--- config.mk ---
export PLATFORM = sky130hd
export DESIGN_NAME = exe_stage
export DESIGN_NICKNAME = d
export VERILOG_FILES = /design/src/rtl/exe_stage_pkg.sv /design/src/rtl/exe_div_ctrl.sv /design/src/rtl/exe_stage.sv
export SDC_FILE = /design/constraint.sdc
export NUM_CORES = 1
export LEC_CHECK = 0
export BUFFER_PORTS_ARGS = -buffer_cell sky130_fd_sc_hd__buf_2
export CORE_AREA = 4 4 163 165
export CTS_BUF_LIST = sky130_fd_sc_hd__clkbuf_8 sky130_fd_sc_hd__clkbuf_16
export DETAILED_ROUTE_END_ITERATION = 7
export DIE_AREA = 0 0 167 169
export GPL_TIMING_DRIVEN = 0
export PLACE_DENSITY_LB_ADDON = 0.15
export SETUP_SLACK_MARGIN = 0.4
export SLEW_MARGIN = 25
export SYNTH_ARGS = -nofsm -noshare
export SYNTH_HDL_FRONTEND = slang
export SYNTH_HIERARCHICAL = 1
export SYNTH_SLANG_ARGS = --single-unit
--- constraint.sdc ---
create_clock -name clk -period 3.1 [get_ports clk]
set_input_delay 0.31 -clock clk [delete_from_list [all_inputs] [get_ports clk]]
set_output_delay 0.31 -clock clk [all_outputs]
set_load 0.005 [all_outputs]
--- src/rtl/exe_stage_pkg.sv ---
// Shared definitions for the execute stage: ALU opcode bit positions, widths,
// divider-handshake state encoding and the latched instruction record.
package exe_stage_pkg;

    localparam int ALU_OP_W = 19;
    localparam int DEST_W   = 5;

    localparam int OP_DIV  = 15;
    localparam int OP_DIVU = 16;
    localparam int OP_MOD  = 17;
    localparam int OP_MODU = 18;

    typedef enum logic [1:0] {
        DIV_IDLE = 2'd0,
        DIV_WAIT = 2'd1,
        DIV_DONE = 2'd2
    } div_state_e;

    typedef struct packed {
        logic [ALU_OP_W-1:0] alu_op;
        logic [31:0]         src1;
        logic [31:0]         src2;
        logic [31:0]         pc;
        logic [DEST_W-1:0]   dest;
        logic                gr_we;
        logic                res_from_mem;
        logic                mem_we;
        logic [31:0]         rkd_value;
    } es_inst_t;

    function automatic logic is_div_op(input logic [ALU_OP_W-1:0] op);
        return op[OP_DIV] | op[OP_DIVU] | op[OP_MOD] | op[OP_MODU];
    endfunction

endpackage

--- src/rtl/exe_div_ctrl.sv ---
// Divider handshake sequencer: one launch pulse per divide, latches the result on the
// done pulse and holds it (and ready_go) until MEM accepts; stale done pulses are ignored.
module exe_div_ctrl
    import exe_stage_pkg::*;
(
    input  logic        clk,
    input  logic        reset,
    input  logic        is_div,
    input  logic        ms_allowin,
    input  logic        dout_tvalid,
    input  logic [31:0] alu_result,
    output logic        div_launch,
    output logic        div_done,
    output logic        ready_go,
    output logic [31:0] div_res
);

    div_state_e  state_q, state_d;
    logic [31:0] div_res_q, div_res_d;

    always_comb begin
        state_d    = state_q;
        div_res_d  = div_res_q;
        div_launch = 1'b0;
        case (state_q)
            DIV_IDLE: begin
                if (is_div) begin
                    div_launch = 1'b1;
                    state_d    = DIV_WAIT;
                end
            end
            DIV_WAIT: begin
                if (dout_tvalid) begin
                    div_res_d = alu_result;
                    state_d   = DIV_DONE;
                end
            end
            DIV_DONE: begin
                // ready_go is high in DONE, so leaving only needs MEM to accept
                if (ms_allowin) begin
                    state_d = DIV_IDLE;
                end
            end
            default: state_d = DIV_IDLE;
        endcase
    end

    always_ff @(posedge clk) begin
        if (reset) begin
            state_q   <= DIV_IDLE;
            div_res_q <= 32'h0;
        end else begin
            state_q   <= state_d;
            div_res_q <= div_res_d;
        end
    end

    assign div_done = (state_q == DIV_DONE);
    assign ready_go = !is_div | div_done;
    assign div_res  = div_res_q;

endmodule

--- src/rtl/exe_stage.sv ---
// Execute stage between ID and MEM: 1-cycle latency for ALU ops, divides held until the
// divider finishes; ms_allowin low freezes the stage and the latched divide result.
module exe_stage
    import exe_stage_pkg::*;
(
    input  logic                clk,
    input  logic                reset,

    input  logic                ds_to_es_valid,
    output logic                es_allowin,
    input  logic [ALU_OP_W-1:0] ds_alu_op,
    input  logic [31:0]         ds_alu_src1,
    input  logic [31:0]         ds_alu_src2,
    input  logic [31:0]         ds_pc,
    input  logic [DEST_W-1:0]   ds_dest,
    input  logic                ds_gr_we,
    input  logic                ds_res_from_mem,
    input  logic                ds_mem_we,
    input  logic [31:0]         ds_rkd_value,

    output logic [ALU_OP_W-1:0] alu_op,
    output logic [31:0]         alu_src1,
    output logic [31:0]         alu_src2,
    output logic                alu_division_tvalid,
    input  logic [31:0]         alu_result,
    input  logic                m_axis_dout_tvalid,

    output logic                es_to_ms_valid,
    input  logic                ms_allowin,
    output logic [31:0]         es_pc,
    output logic [31:0]         es_result,
    output logic [DEST_W-1:0]   es_dest,
    output logic                es_gr_we,
    output logic                es_res_from_mem,

    output logic                data_sram_en,
    output logic [3:0]          data_sram_we,
    output logic [31:0]         data_sram_addr,
    output logic [31:0]         data_sram_wdata,

    output logic [DEST_W-1:0]   es_fwd_dest,
    output logic                es_fwd_block
);

    es_inst_t    inst_q, inst_d;
    logic        es_valid_q, es_valid_d;
    logic        is_div;
    logic        es_ready_go;
    logic        div_done;
    logic [31:0] div_res;

    assign is_div = es_valid_q & is_div_op(inst_q.alu_op);

    always_comb begin
        es_allowin = !es_valid_q | (es_ready_go & ms_allowin);
        es_valid_d = es_valid_q;
        inst_d     = inst_q;
        if (es_allowin) begin
            es_valid_d = ds_to_es_valid;
        end
        if (ds_to_es_valid & es_allowin) begin
            inst_d.alu_op       = ds_alu_op;
            inst_d.src1         = ds_alu_src1;
            inst_d.src2         = ds_alu_src2;
            inst_d.pc           = ds_pc;
            inst_d.dest         = ds_dest;
            inst_d.gr_we        = ds_gr_we;
            inst_d.res_from_mem = ds_res_from_mem;
            inst_d.mem_we       = ds_mem_we;
            inst_d.rkd_value    = ds_rkd_value;
        end
    end

    always_ff @(posedge clk) begin
        if (reset) begin
            es_valid_q <= 1'b0;
            inst_q     <= '0;
        end else begin
            es_valid_q <= es_valid_d;
            inst_q     <= inst_d;
        end
    end

    exe_div_ctrl u_div_ctrl (
        .clk         (clk),
        .reset       (reset),
        .is_div      (is_div),
        .ms_allowin  (ms_allowin),
        .dout_tvalid (m_axis_dout_tvalid),
        .alu_result  (alu_result),
        .div_launch  (alu_division_tvalid),
        .div_done    (div_done),
        .ready_go    (es_ready_go),
        .div_res     (div_res)
    );

    // The opcode is squashed when empty so the ALU never sees a stale divide
    assign alu_op   = es_valid_q ? inst_q.alu_op : '0;
    assign alu_src1 = inst_q.src1;
    assign alu_src2 = inst_q.src2;

    assign es_to_ms_valid  = es_valid_q & es_ready_go;
    assign es_pc           = inst_q.pc;
    assign es_result       = div_done ? div_res : alu_result;
    assign es_dest         = inst_q.dest;
    assign es_gr_we        = inst_q.gr_we;
    assign es_res_from_mem = inst_q.res_from_mem;

    // Memory ops are single-cycle, so qualifying with ms_allowin issues exactly once on exit
    assign data_sram_en    = es_valid_q & (inst_q.res_from_mem | inst_q.mem_we) & ms_allowin;
    assign data_sram_we    = {4{data_sram_en & inst_q.mem_we}};
    assign data_sram_addr  = alu_result;
    assign data_sram_wdata = inst_q.rkd_value;

    assign es_fwd_dest  = (es_valid_q & inst_q.gr_we) ? inst_q.dest : '0;
    assign es_fwd_block = es_valid_q & inst_q.gr_we & (inst_q.res_from_mem | (is_div & !div_done));

endmodule

After elaboration in Yosys (flattened, before gate mapping). Index checks and enable logic that the tools add are counted.

Bitwise gates (word level): 17. Reduce and logical (&&, ||, !) cells: 6. Equal/unequal tests: 5. Mux-type cells: 9.

Operators by type and width (number): 32-bit two-way mux (1); 19-bit two-way mux (1); 1-bit bitwise AND (10); 1-bit OR (7); 2-bit two-way mux (3); 2-bit inequality test, second input constant (3); 2-bit one-hot mux with 3 select lines (1); 5-bit two-way mux (1); 1-bit logical NOT (3); 3-bit AND reduction (1); 2-bit by 1-bit equality test with 1-bit output, second input constant (1); 2-bit equality test, second input constant (1); 2-bit logical NOT (1); 1-bit two-way mux (2); 2-bit AND reduction (1).

Bits in registers: 190. Output and inout bits: 232.

Longest topological paths before layout.
Depth in word-level cells: 9. Depth in mapped cells: 8. Mapped depth without buffers: 5.

Cells and area by module. Netlist, hierarchy kept.

Modules (own cells, without submodules): exe_stage (times used 1, sequential area each 3123.0 µm², area each 8836.0 µm², cells each 916); exe_div_ctrl (times used 1, sequential area each 680.7 µm², area each 1562.7 µm², cells each 150).

Worst setup path before layout. OpenSTA, ideal clock, no wires.

Path kind: reg-to-reg. Start: register inst_q[154] in the netlist's numbering. End: register inst_q, in the netlist alu_src1[0]. Slack: 1450 ps. Data arrival time: 1578 ps. Cell stages (with the launch flop): 8. Setup time: 72 ps. Data required time: 3028 ps. Buffers on the path: 2. Cells stage by stage: dfxtp_1 > o41a_1 > nand2b_1 > a21boi_4 > nor2b_4 > buf_6 > buf_6 > mux2i_1.

Longest elaborated chain between the ends: 7.

Ends and longest elaborated chain: start, declared (RTL line exe_stage.sv:45) `es_inst_t inst_q, inst_d;`; start signal, assigned (RTL line exe_stage.sv:80) `inst_q <= inst_d;`; 1-bit OR (RTL line exe_stage_pkg.sv:32) `return op[OP_DIV] | op[OP_DIVU] | op[OP_MOD] | op[OP_MODU];`; 1-bit bitwise AND (RTL line exe_stage.sv:52) `assign is_div = es_valid_q & is_div_op(inst_q.alu_op);`; via is_div (RTL line exe_stage.sv:47) `logic is_div;`; 1-bit logical NOT (RTL line exe_div_ctrl.sv:59) `assign ready_go = !is_div | div_done;`; 1-bit OR (RTL line exe_div_ctrl.sv:59); via es_ready_go (RTL line exe_stage.sv:48) `logic es_ready_go;`; 1-bit bitwise AND (RTL line exe_stage.sv:55) `es_allowin = !es_valid_q | (es_ready_go & ms_allowin);`; 1-bit OR (RTL line exe_stage.sv:55); 1-bit bitwise AND (RTL line exe_stage.sv:61) `if (ds_to_es_valid & es_allowin) begin`.

The timed path passes the listed nets, and every way through them passes these cells. A chain may end at the register's enable or synchronous reset.

Worst setup path after layout.
Start: register u_div_ctrl.state_q[1]. End: output es_result[12].

Longest elaborated chain between the ends: 2.

Ends and longest elaborated chain: start, declared (RTL line exe_div_ctrl.sv:18) `div_state_e state_q, state_d;`; start signal, assigned (RTL line exe_div_ctrl.sv:53) `state_q <= state_d;`; 2-bit equality test (RTL line exe_div_ctrl.sv:58) `assign div_done = (state_q == DIV_DONE);`; via div_done (RTL line exe_stage.sv:49) `logic div_done;`; 32-bit two-way mux (RTL line exe_stage.sv:104) `assign es_result = div_done ? div_res : alu_result;`; end, declared (RTL line exe_stage.sv:31) `output logic [31:0] es_result,`.

The timed path passes the listed nets, and every way through them passes these cells.

==> out/results.tsv <==
stage	metric	value	unit
routing	Antenna Violating Nets Remaining	0	
yosys	Synth Instances	1066	
yosys	Synth Area in Adders	0	%
clock_network	maximum level of the CTS H-tree	4	
clock_network	clock latency reported for the late side of the worst-skew pair	440	ps
sta	shortest clock period the worst path allows after layout	2430	ps
yosys	sequential fraction of the synthesis area	36.6	%
routing	number of search-and-repair iterations in the first detailed-routing pass	4	
sta	Final Cycle Share	78.5	%
floorplanning	vertical die dimension	169	µm
yosys	count of state elements after synthesis	190	
clock_network	total clock buffers created by CTS	17	
clock_network	root buffer selected by CTS	sky130_fd_sc_hd__clkbuf_16	
placed_design	count of port buffers added during placement	422	
sta	Setup Viol. Count Final	0	
worst_setup_path	maximum fanout count along the critical path	10	
yosys	Unique masters post-synth	25	
yosys	Synth warnings	6	
floorplanning	Std-Cell Rows	58	
yosys	Mapped Area	0.0104	mm²
yosys	complex-gate fraction of the synthesized area	0.602	%
clock_network	CTS tree	done	
yosys	share of synthesized cell area in and, or, nand and nor gates	24.8	%
sta	RSZ-0062 raised after global routing	false	
grt	largest net degree at the start of global routing	19	
grt	first-pass GRT wire length	44.9	mm
yosys	Syn Area/Cell	9.75	µm²
yosys	area share of the largest cell type after synthesis	36.6	%
worst_setup_path	destination of the worst register-to-register timing path	alu_src2[27]	
clock_network	clock-pin slew reported for the worst setup and hold paths after clock tree synthesis	80	ps
worst_setup_path	startpoint of the worst-slack reg-to-reg timing path	es_valid_q	
floorplanning	starting density of the core	41.5	%
routing	drt initial violations	274	
worst_setup_path	worst setup path startpoint	u_div_ctrl/state_q[1]	
sta	accumulated negative setup slack	0	ps
worst_setup_path	Critical Path Sink Type	output pin	
clock_network	post-cts repair resize count	0	
yosys	synthesized netlist net count	1258	
sta	maximum clock frequency	0.411	GHz
clock_network	postcts setup bufs	0	
grt	vias in the first global route	8352	
layout	area overhead of the layout relative to synthesis	30.2	%
grt	antenna violations before repair	6	
pwr	Tot Pwr	6.12	mW
yosys	Synth Area in XOR/XNOR	0	%
grt	global route overflow	0	
sta	post-route clock skew	19.6	ps
worst_setup_path	Critical Path Source Type	flop	
routing	DRC violations left	0	
run_status	result of the run	finished clean	
worst_setup_path	Critical Path RT	2790	ps
clock_network	maximum root-to-sink buffer count	2	
yosys	leading post-synthesis cells by cell area	sky130_fd_sc_hd__dfxtp_1 (37%), sky130_fd_sc_hd__nand2b_1 (23%), sky130_fd_sc_hd__mux2i_1 (18%), sky130_fd_sc_hd__buf_4 (12%), sky130_fd_sc_hd__mux2_2 (3.5%)	
yosys	multiplexer share of the synthesized area	21.5	%
routing	via density per instance	4.38	
floorplanning	I/O pins	424	
worst_setup_path	last element of the critical path	es_result[12]	
clock_network	# hold bufs at CTS	0	
worst_setup_path	R2R depth	8	
run	number of max-cap violations	0	
pwr	PwrDens	452	mW/mm²
yosys	combinational family with the most area after synthesis	simple AND/OR/NAND/NOR gates	
sta	Slew Limit Headroom	64.9	%
grt	GRT Overall Usage	19.8	%
floorplanning	Die W	167	µm
sta	transition at the pin with the smallest max-transition slack	527	ps
worst_setup_path	R2R Setup Slk	990	ps
worst_hold_path	Hold Crit Class	input pin to flop	
layout	fin nets	1699	
routing	Wirelength per Cell	15.6	µm
worst_setup_path	type of the worst setup path	flop to output pin	
layout	layout cells sized above 1	44.9	%
sta	total count of hold-check failures in the final report	0	
routing	total wirelength of the detailed-routed design	28.9	mm
clock_network	count of clock tree sinks	190	
sta	Slew Limit Fails	0	
placed_design	detailed-placement wirelength estimate	22.7	mm
worst_setup_path	WP data arrival	2120	ps
floorplanning	placeable core area	0.0250	mm²
pwr	Static Leak	6.69	nW
routing	vias post-DR	8108	
yosys	cell accounting for the most synthesized area	sky130_fd_sc_hd__dfxtp_1	
pwr	Max IR drop VDD	0.243	mV
floorplanning	DIE AREA	0.0282	mm²
placed_design	global placement routability congestion	0.793	
==> cell type report <==
class	instances	area, µm²
Antenna cell	1	2.50
Fill cell	2359	11500
Buffer	237	1720
Sequential cell	190	3800
Clock buffer	18	439
Multi-Input combinational cell	637	4870
Inverter	2	7.51
Timing Repair Buffer	422	2110
Clock inverter	14	175
Tap cell	330	413
==> per-stage QoR <==
stage	setup WS, ps	hold slack [ps]	std cells	utilization, %	cell area (µm²)
final	667	104	1851	54.1	13500
after global placement	942	454	1818	51.6	12900
after global routing	496	109	1851	54.1	13500
after detailed placement	926	461	1818	51.6	12900
after floorplan	1450	431	1066	-	10400
after CTS	604	78.3	1850	54.1	13500
==> layer usage <==
| layer | vias up | share of wire (%) | GRT usage [%] |
|---|---|---|---|
| li1 | 4127 | - | - |
| met1 | 3667 | 42 | 23.5 |
| met2 | 253 | 49 | 34.3 |
| met3 | 51 | 6.9 | 5.96 |
| met4 | 10 | 2.3 | 6.58 |
| met5 | - | 0.20 | 0 |
==> worst min-delay path by stage <==
| stage | startpoint | cells after the start | slack (ps) | endpoint |
|---|---|---|---|---|
| after global placement | inst_q[142] | 2 | 450 | inst_q[142] |
| after CTS | ds_to_es_valid | 3 | 80 | es_valid_q |
| after floorplan | ds_to_es_valid | 2 | 430 | es_valid_q |
| after detailed placement | inst_q[142] | 2 | 460 | inst_q[142] |
| final | ds_to_es_valid | 3 | 100 | es_valid_q |
| after global routing | ds_pc[27] | 3 | 110 | es_pc[27] |
==> Yosys cell counts <==
master	count
sky130_fd_sc_hd__buf_8	1
sky130_fd_sc_hd__a211oi_1	1
sky130_fd_sc_hd__nor2b_1	1
sky130_fd_sc_hd__and2_1	20
sky130_fd_sc_hd__nor2_1	4
sky130_fd_sc_hd__inv_1	2
sky130_fd_sc_hd__and3b_1	1
sky130_fd_sc_hd__mux2i_1	187
sky130_fd_sc_hd__a21oi_1	1
sky130_fd_sc_hd__a21boi_4	1
sky130_fd_sc_hd__mux2_2	32
sky130_fd_sc_hd__nor3b_1	1
sky130_fd_sc_hd__o41a_1	1
sky130_fd_sc_hd__buf_12	3
sky130_fd_sc_hd__o211a_1	1
sky130_fd_sc_hd__and3_1	6
sky130_fd_sc_hd__o21ba_1	1
sky130_fd_sc_hd__nand2b_1	377
sky130_fd_sc_hd__buf_2	7
sky130_fd_sc_hd__clkbuf_1	41
sky130_fd_sc_hd__buf_4	168
sky130_fd_sc_hd__nor2b_4	1
sky130_fd_sc_hd__nand2_1	1
sky130_fd_sc_hd__dfxtp_1	190
sky130_fd_sc_hd__buf_6	17
==> power by group <==
group          switching (mW)  internal [mW]
Combinational           0.464          0.660
Clock                    1.07           1.25
Sequential             0.0835           2.59
Total                    1.62           4.50
==> registers in the layout, indices dropped and copies added (netlist names) <==
signal	count
alu_src2	32
es_dest	5
es_pc	32
inst_q	20
alu_src1	32
es_valid_q	1
u_div_ctrl/state_q	2
es_res_from_mem	1
data_sram_wdata	32
es_gr_we	1
u_div_ctrl/div_res	32
==> cells in the final DEF (no fill, tap or decap), types with 2 or more instances in the layout <==
cell                        count
sky130_fd_sc_hd__nor2_1         4
sky130_fd_sc_hd__inv_1          3
sky130_fd_sc_hd__clkbuf_1      41
sky130_fd_sc_hd__buf_2        429
sky130_fd_sc_hd__bufinv_16      2
sky130_fd_sc_hd__mux2i_1      187
sky130_fd_sc_hd__mux2_2        32
sky130_fd_sc_hd__dfxtp_1      190
sky130_fd_sc_hd__buf_4        168
sky130_fd_sc_hd__clkbuf_16     17
sky130_fd_sc_hd__inv_6          3
sky130_fd_sc_hd__inv_8          3
sky130_fd_sc_hd__buf_12         3
sky130_fd_sc_hd__nand2b_1     377
sky130_fd_sc_hd__and2_1        20
sky130_fd_sc_hd__buf_6         17
sky130_fd_sc_hd__clkinv_4       4
sky130_fd_sc_hd__and3_1         6
==> kinds of logic after synthesis <==
| group | count (synthesis) |
|---|---|
| flops | 190 |
| simple gates | 412 |
| mux | 219 |
| compound gates | 6 |
| buf+inv | 239 |
==> worst max-delay path: stages, from the launching register on <==
cell	delay (ps)
sky130_fd_sc_hd__dfxtp_1	380
sky130_fd_sc_hd__nor2b_1	200
sky130_fd_sc_hd__clkbuf_1	290
sky130_fd_sc_hd__buf_2	320
sky130_fd_sc_hd__mux2_2	370
sky130_fd_sc_hd__buf_2	140
No activity file was read; power rests on OpenSTA's default activity.
